File: src/rtl/adder_pkg.sv
// Shared definitions for the pipelined carry adder.
//   mode_e       : operation select (ADD / SUB)
//   signed_ovf() : two's-complement overflow from the carries around the MSB
package adder_pkg;

  typedef enum logic {
    ADD = 1'b0,
    SUB = 1'b1
  } mode_e;

  // Signed overflow happens exactly when the carry into the MSB differs
  // from the carry out of it.
  function automatic logic signed_ovf(input logic c_msb_in, input logic c_out);
    return c_msb_in ^ c_out;
  endfunction

endpackage

File: src/rtl/rca_chunk.sv
// Combinational ripple-carry chunk: a chain of W full adders.
// Ports:
//   a, b      : W-bit operands
//   ci        : carry into bit 0
//   s         : W-bit sum
//   co        : carry out of bit W-1
//   c_msb_in  : carry into bit W-1 (used for signed overflow)
module rca_chunk #(
  parameter int W = 4
) (
  input  logic [W-1:0] a,
  input  logic [W-1:0] b,
  input  logic         ci,
  output logic [W-1:0] s,
  output logic         co,
  output logic         c_msb_in
);

  logic [W:0] c;

  // NOTE: every variable written here gets a value before any branch or
  // loop touches it, so the block can never infer a latch.
  always_comb begin
    c    = '0;
    s    = '0;
    c[0] = ci;
    for (int i = 0; i < W; i++) begin
      s[i]   = a[i] ^ b[i] ^ c[i];
      c[i+1] = (a[i] & b[i]) | (c[i] & (a[i] ^ b[i]));
    end
  end

  assign co       = c[W];
  assign c_msb_in = c[W-1];

endmodule

File: src/rtl/pipelined_carry_adder.sv
// Pipelined ripple-carry adder/subtractor with valid/ready on both sides.
// The WIDTH-bit add is cut into STAGES chunks of CHUNK bits; each stage adds
// one chunk and registers the carry for the next.
// Ports:
//   clk, rst_n           : clock, asynchronous active-low reset
//   in_valid / in_ready  : operand handshake (in_ready has no path from in_valid)
//   a, b, cin, sub       : operands; sub=1 computes a-b and ignores cin
//   out_valid / out_ready: result handshake, result held while stalled
//   sum, cout, ovf       : registered result, carry out, signed overflow
module pipelined_carry_adder
  import adder_pkg::*;
#(
  parameter int WIDTH  = 16,
  parameter int STAGES = 4
) (
  input  logic             clk,
  input  logic             rst_n,
  input  logic             in_valid,
  output logic             in_ready,
  input  logic [WIDTH-1:0] a,
  input  logic [WIDTH-1:0] b,
  input  logic             cin,
  input  logic             sub,
  output logic             out_valid,
  input  logic             out_ready,
  output logic [WIDTH-1:0] sum,
  output logic             cout,
  output logic             ovf
);

  localparam int STAGES_SAFE = (STAGES < 1) ? 1 : STAGES;
  localparam int CHUNK       = WIDTH / STAGES_SAFE;

  if (WIDTH < 2 || STAGES < 1 || (WIDTH % STAGES_SAFE) != 0) begin : g_param_check
    $error("pipelined_carry_adder: WIDTH must be >= 2 and a multiple of STAGES >= 1");
  end

  // Entry: B is inverted once here so the mode never has to travel down the pipe.
  mode_e            mode;
  logic [WIDTH-1:0] b_inv;
  logic             carry_in;

  assign mode     = mode_e'(sub);
  assign b_inv    = b ^ {WIDTH{mode == SUB}};
  assign carry_in = (mode == SUB) ? 1'b1 : cin;

  // A stage advances if it or any stage after it is empty, or the sink is
  // ready. Written as a suffix-AND so there is no combinational chain through
  // a vector referencing itself.
  logic [STAGES-1:0] valid_q;
  logic [STAGES-1:0] adv;

  always_comb begin
    logic all_full;
    adv      = '0;
    all_full = 1'b1;
    for (int k = STAGES - 1; k >= 0; k--) begin
      all_full = all_full & valid_q[k];
      adv[k]   = !all_full || out_ready;
    end
  end

  assign in_ready = adv[0];

  // Each stage keeps a WIDTH-bit accumulator that rotates right by CHUNK:
  // the chunk to add is always in the low bits, and its sum is put back on
  // top. After STAGES rotations the accumulator holds the sum in order.
  // Remaining B bits are kept right-aligned and shrink by CHUNK per stage.
  for (genvar k = 0; k < STAGES; k++) begin : g_stage
    localparam int BW = WIDTH - k * CHUNK;

    logic [WIDTH-1:0] acc_in;
    logic [BW-1:0]    b_in;
    logic             c_in;
    logic             src_valid;
    logic [CHUNK-1:0] s;
    logic             co;
    logic             c_msb;
    logic             v_q;

    if (k == 0) begin : g_src
      assign acc_in    = a;
      assign b_in      = b_inv;
      assign c_in      = carry_in;
      assign src_valid = in_valid && adv[0];
    end else begin : g_src
      assign acc_in    = g_stage[k-1].g_reg.q.acc;
      assign b_in      = g_stage[k-1].g_reg.q.rb;
      assign c_in      = g_stage[k-1].g_reg.q.carry;
      assign src_valid = valid_q[k-1];
    end

    rca_chunk #(.W(CHUNK)) u_chunk (
      .a        (acc_in[CHUNK-1:0]),
      .b        (b_in[CHUNK-1:0]),
      .ci       (c_in),
      .s        (s),
      .co       (co),
      .c_msb_in (c_msb)
    );

    // NOTE: sequential state is written with non-blocking assignments so
    // every stage samples its predecessor's value from before the edge.
    always_ff @(posedge clk or negedge rst_n) begin
      if (!rst_n) begin
        v_q <= 1'b0;
      end else if (adv[k]) begin
        v_q <= src_valid;
      end
    end

    assign valid_q[k] = v_q;

    if (k < STAGES - 1) begin : g_reg
      typedef struct packed {
        logic             carry;
        logic [WIDTH-1:0] acc;
        logic [BW-CHUNK-1:0] rb;
      } stage_t;

      stage_t q;

      // NOTE: the data registers are reset too, so a flushed pipe holds
      // known zeros rather than stale operands.
      always_ff @(posedge clk or negedge rst_n) begin
        if (!rst_n) begin
          q <= '0;
        end else if (adv[k]) begin
          q.carry <= co;
          q.acc   <= {s, acc_in[WIDTH-1:CHUNK]};
          q.rb    <= b_in[BW-1:CHUNK];
        end
      end
    end else begin : g_out
      logic [WIDTH-1:0] sum_d;
      logic [WIDTH-1:0] sum_q;
      logic             cout_q;
      logic             ovf_q;

      if (STAGES == 1) begin : g_sum
        assign sum_d = s;
      end else begin : g_sum
        assign sum_d = {s, acc_in[WIDTH-1:CHUNK]};
      end

      always_ff @(posedge clk or negedge rst_n) begin
        if (!rst_n) begin
          sum_q  <= '0;
          cout_q <= 1'b0;
          ovf_q  <= 1'b0;
        end else if (adv[k]) begin
          sum_q  <= sum_d;
          cout_q <= co;
          ovf_q  <= signed_ovf(c_msb, co);
        end
      end

      assign out_valid = v_q;
      assign sum       = sum_q;
      assign cout      = cout_q;
      assign ovf       = ovf_q;
    end
  end

endmodule

File: config.mk
export PLATFORM = sky130hd
export DESIGN_NAME = pipelined_carry_adder
export DESIGN_NICKNAME = d
export VERILOG_FILES = /design/src/rtl/adder_pkg.sv /design/src/rtl/rca_chunk.sv /design/src/rtl/pipelined_carry_adder.sv
export SDC_FILE = /design/constraint.sdc
export NUM_CORES = 1
export LEC_CHECK = 0
export BUFFER_PORTS_ARGS = -buffer_cell sky130_fd_sc_hd__buf_2
export CORE_AREA = 2 2 64 127
export DETAILED_ROUTE_END_ITERATION = 8
export DIE_AREA = 0 0 66 129
export PLACE_DENSITY = 0.86
export RECOVER_POWER = 100
export SYNTH_ARGS = -nofsm -noshare
export SYNTH_HDL_FRONTEND = slang
export SYNTH_SLANG_ARGS = --single-unit
File: constraint.sdc
create_clock -name clk -period 2.6 [get_ports clk]
set_clock_uncertainty 0.05 [all_clocks]
set_input_delay 0.26 -clock clk [delete_from_list [all_inputs] [get_ports clk]]
set_output_delay 0.26 -clock clk [all_outputs]
set_load 0.01 [all_outputs]
==> run_results.csv <==
group,metric,value,unit
placed_design,io_buffer_count,57,
sta,fin_tns_setup,0,ps
synthesis,synth_top_area_cell,"dfrtp_1",
sta,finalCritPeriodShare,87.5,%
synthesis,synthCells,347,
synthesis,yosys.cell_types.count,22,
grt,grt_pass1_wl,12200,um
route,vias,2577,
sta,max_freq,0.439,GHz
synthesis,synth_warnings,0,
route,route.met2.wl,3870,um
placed_design,gp_congestion,0.791,
critical_path,worstPathArrival,2450,ps
cells_and_area,drive_gt1_share,23.0,%
clock_tree,cts.htree.levels,3,
sta,rsz0062_at_grt,"false",
synthesis,synth_top_cells_by_area,"dfrtp_1, mux2_2, fa_1",
cells_and_area,finalNetCount,458,
critical_path,critPathLaunchType,"input pin",
floorplan,die_x,66,um
sta,hold_viol,0,
synthesis,netlist_area,0.00418,mm2
sta,tightest_slew,1260,ps
clock_tree,cts-root-buf,"clkbuf_16",
clock_tree,cts_tree,"yes",
clock_tree,cts_inserted_buffers,9,
placed_design,placed_cells,486,
synthesis,syn_avg_cell_area,12.0,um2
cells_and_area,num_antenna_cells,0,
placed_design,dp_hpwl,5050,um
grt,grt_max_degree,44,
cells_and_area,fillers,628,
min_path,hp-class,"input pin to register",
sta,drv_slew,0,
cells_and_area,fin_area,0.00482,mm2
synthesis,synth_top_area_share,58.1,%
cells_and_area,syn2layout_area_growth,15.5,%
clock_tree,clk_pin_slew_worst_paths,60,ps
clock_tree,cts_setup_buffers,0,
route,drc,0,
synthesis,synth_seq_cells,97,
power_and_ir_drop,p_leak,2.23,nW
sta,relSlewSlack,15.9,%
route,drt-initial-drc-count,87,
route,met3_length,280,um
clock_tree,cts.path.max_buffers,2,
floorplan,row_count,45,
critical_path,crit_required,2770,ps
floorplan,core-area,0.00754,mm2
floorplan,die-area,0.00851,mm2
route,wire_per_inst,14.1,um
route,via_per_inst,5.12,
flow_run,cap_violations,0,
synthesis,yosysSeqAreaShare,58.1,%
power_and_ir_drop,powerDensity,961,mW/mm2
sta,finalCriticalPeriod,2280,ps
critical_path,crit_type,"input pin to register",
clock_tree,clock_sinks,97,
floorplan,die_y,129,um
grt,grt.overflow.total,0,
outcome,status,"finished clean",
route,antenna_left,0,
grt,grt_pass1_vias,2656,
power_and_ir_drop,ir_worst_vdd,0.482,mV
clock_tree,insertion_delay,350,ps
route,drtPass1Iterations,4,
grt,grt_use_total,19.2,%
critical_path,path_max_fanout,4,
cells_and_area,final_cells,503,
floorplan,io_pins,58,
sta,finalSetupViolCount,0,
route,routed.top_layer,"met4",
floorplan,start_util,55.3,%
critical_path,worst_setup_path_end_kind,"register",
route,drt-total-wl,7100,um
route,wl_met1,2710,um
grt,antenna_found_initial,0,
placed_design,postPlaceCellArea,0.00455,mm2
synthesis,syn_nets,401,
layer usage:
layer	vias up	GRT usage, %
met5	-	0
met4	0	10.2
met3	20	4.63
met2	58	32.4
met1	1278	22.2
li1	1221	-
per-stage QoR:
step                      utilization [%]  hold slack, ps  power, mW  setup WS [ps]
final                                63.9            61.1       4.64            324
after global routing                 63.9            65.1       4.93            125
after CTS                            64.7            56.8       4.73            339
after detailed placement             60.2             232       3.29           62.7
after global placement               60.2             220       3.21            135
after floorplan                         -           -85.6       2.89           21.4
timing repair:
item / in CTS / in global routing
endpoints found under the hold margin: 41 / 0
gates resized for setup: 0 / 0
hold buffers: 1 / 0
cells in the mapped netlist (all sizes together):
master	instances
nand2	62
fa	16
nand2b	5
and4b	1
o21ai	22
xnor2	14
mux2	43
xor2	3
and2	1
nand3	14
buf	7
clkbuf	12
nand4b	1
nand3b	1
inv	27
dfrtp	97
a21oi	10
nor2	11
area by class of cell:
type | instances | area, um2 | share of cell area [%]
tap | 94 | 118 | 2.44
sequential | 97 | 2430 | 50.3
timing repair buffer | 65 | 323 | 6.69
multi-input combinational | 204 | 1520 | 31.6
clock inverter | 6 | 90.1 | 1.87
clock buffer | 10 | 239 | 4.96
inverter | 27 | 101 | 2.10
cell usage in the layout (no fill, tap or decap), types with 3 or more instances in the layout:
cell type  Yosys  final
nand2_1       62     62
mux2_1         0      6
clkbuf_1      11     24
fa_1          16     16
dfrtp_1       97     97
xor2_1         3      3
mux2_2        37     37
buf_2          4     35
xnor2_1       14     14
o21ai_0       22     22
inv_1         26     27
nand2b_1       5      5
a21oi_1       10     10
buf_4          0      3
clkbuf_16      0      9
nor2_1        11     11
nand3_1       14     14
path summary, 6_finish.rpt:
kind / start / end / slack (ps) / depth (start not counted)
worst max-delay path: sub / g_stage[1].acc_in[15]$_DFFE_PN0N_ / 320 / 10
worst min-delay path: in_valid / g_stage[0].v_q$_DFFE_PN0N_ / 60 / 2
worst max register to register: g_stage[1].acc_in[0]$_DFFE_PN0N_ / g_stage[2].acc_in[15]$_DFFE_PN0P_ / 360 / 8
worst min register to register: g_stage[1].acc_in[13]$_DFFE_PN0N_ / g_stage[2].acc_in[9]$_DFFE_PN0P_ / 420 / 2
max in group asynchronous: rst_n / g_stage[2].acc_in[6]$_DFFE_PN0P_ / 520 / 3
min in group asynchronous: rst_n / g_stage[1].b_in[5]$_DFFE_PN0N_ / 580 / 2
power breakdown:
group          switching, mW  internal [mW]  leakage (nW)
Combinational          0.519          0.476         0.939
Clock                  0.567          0.872         0.159
Sequential             0.250           1.95          1.14
logic make-up after synthesis:
logic type / count (synthesis) / synth area share, %
AOI/OAI and AO/OA: 32 / 3.84
xor gates and xnor gates: 17 / 3.57
adders and majority gates: 16 / 7.67
buffers and inverters: 46 / 4.82
DFF: 97 / 58.1
muxes: 43 / 12.1
and+or+nand+nor: 96 / 9.83
flip-flops by register name (all words and copies together), names as in the netlist:
name            count
cout                1
g_stage.acc_in     48
g_stage.b_in       24
g_stage.c_in        3
g_stage.v_q         3
out_valid           1
ovf                 1
sum                16
worst max-delay path, stage by stage:
cell	delay (ps)
clkbuf_1	240
xnor2_1	150
fa_1	390
inv_1	80
fa_1	170
inv_1	50
fa_1	360
inv_1	70
fa_1	390
mux2_1	290
(Power assumes the default switching activity.)
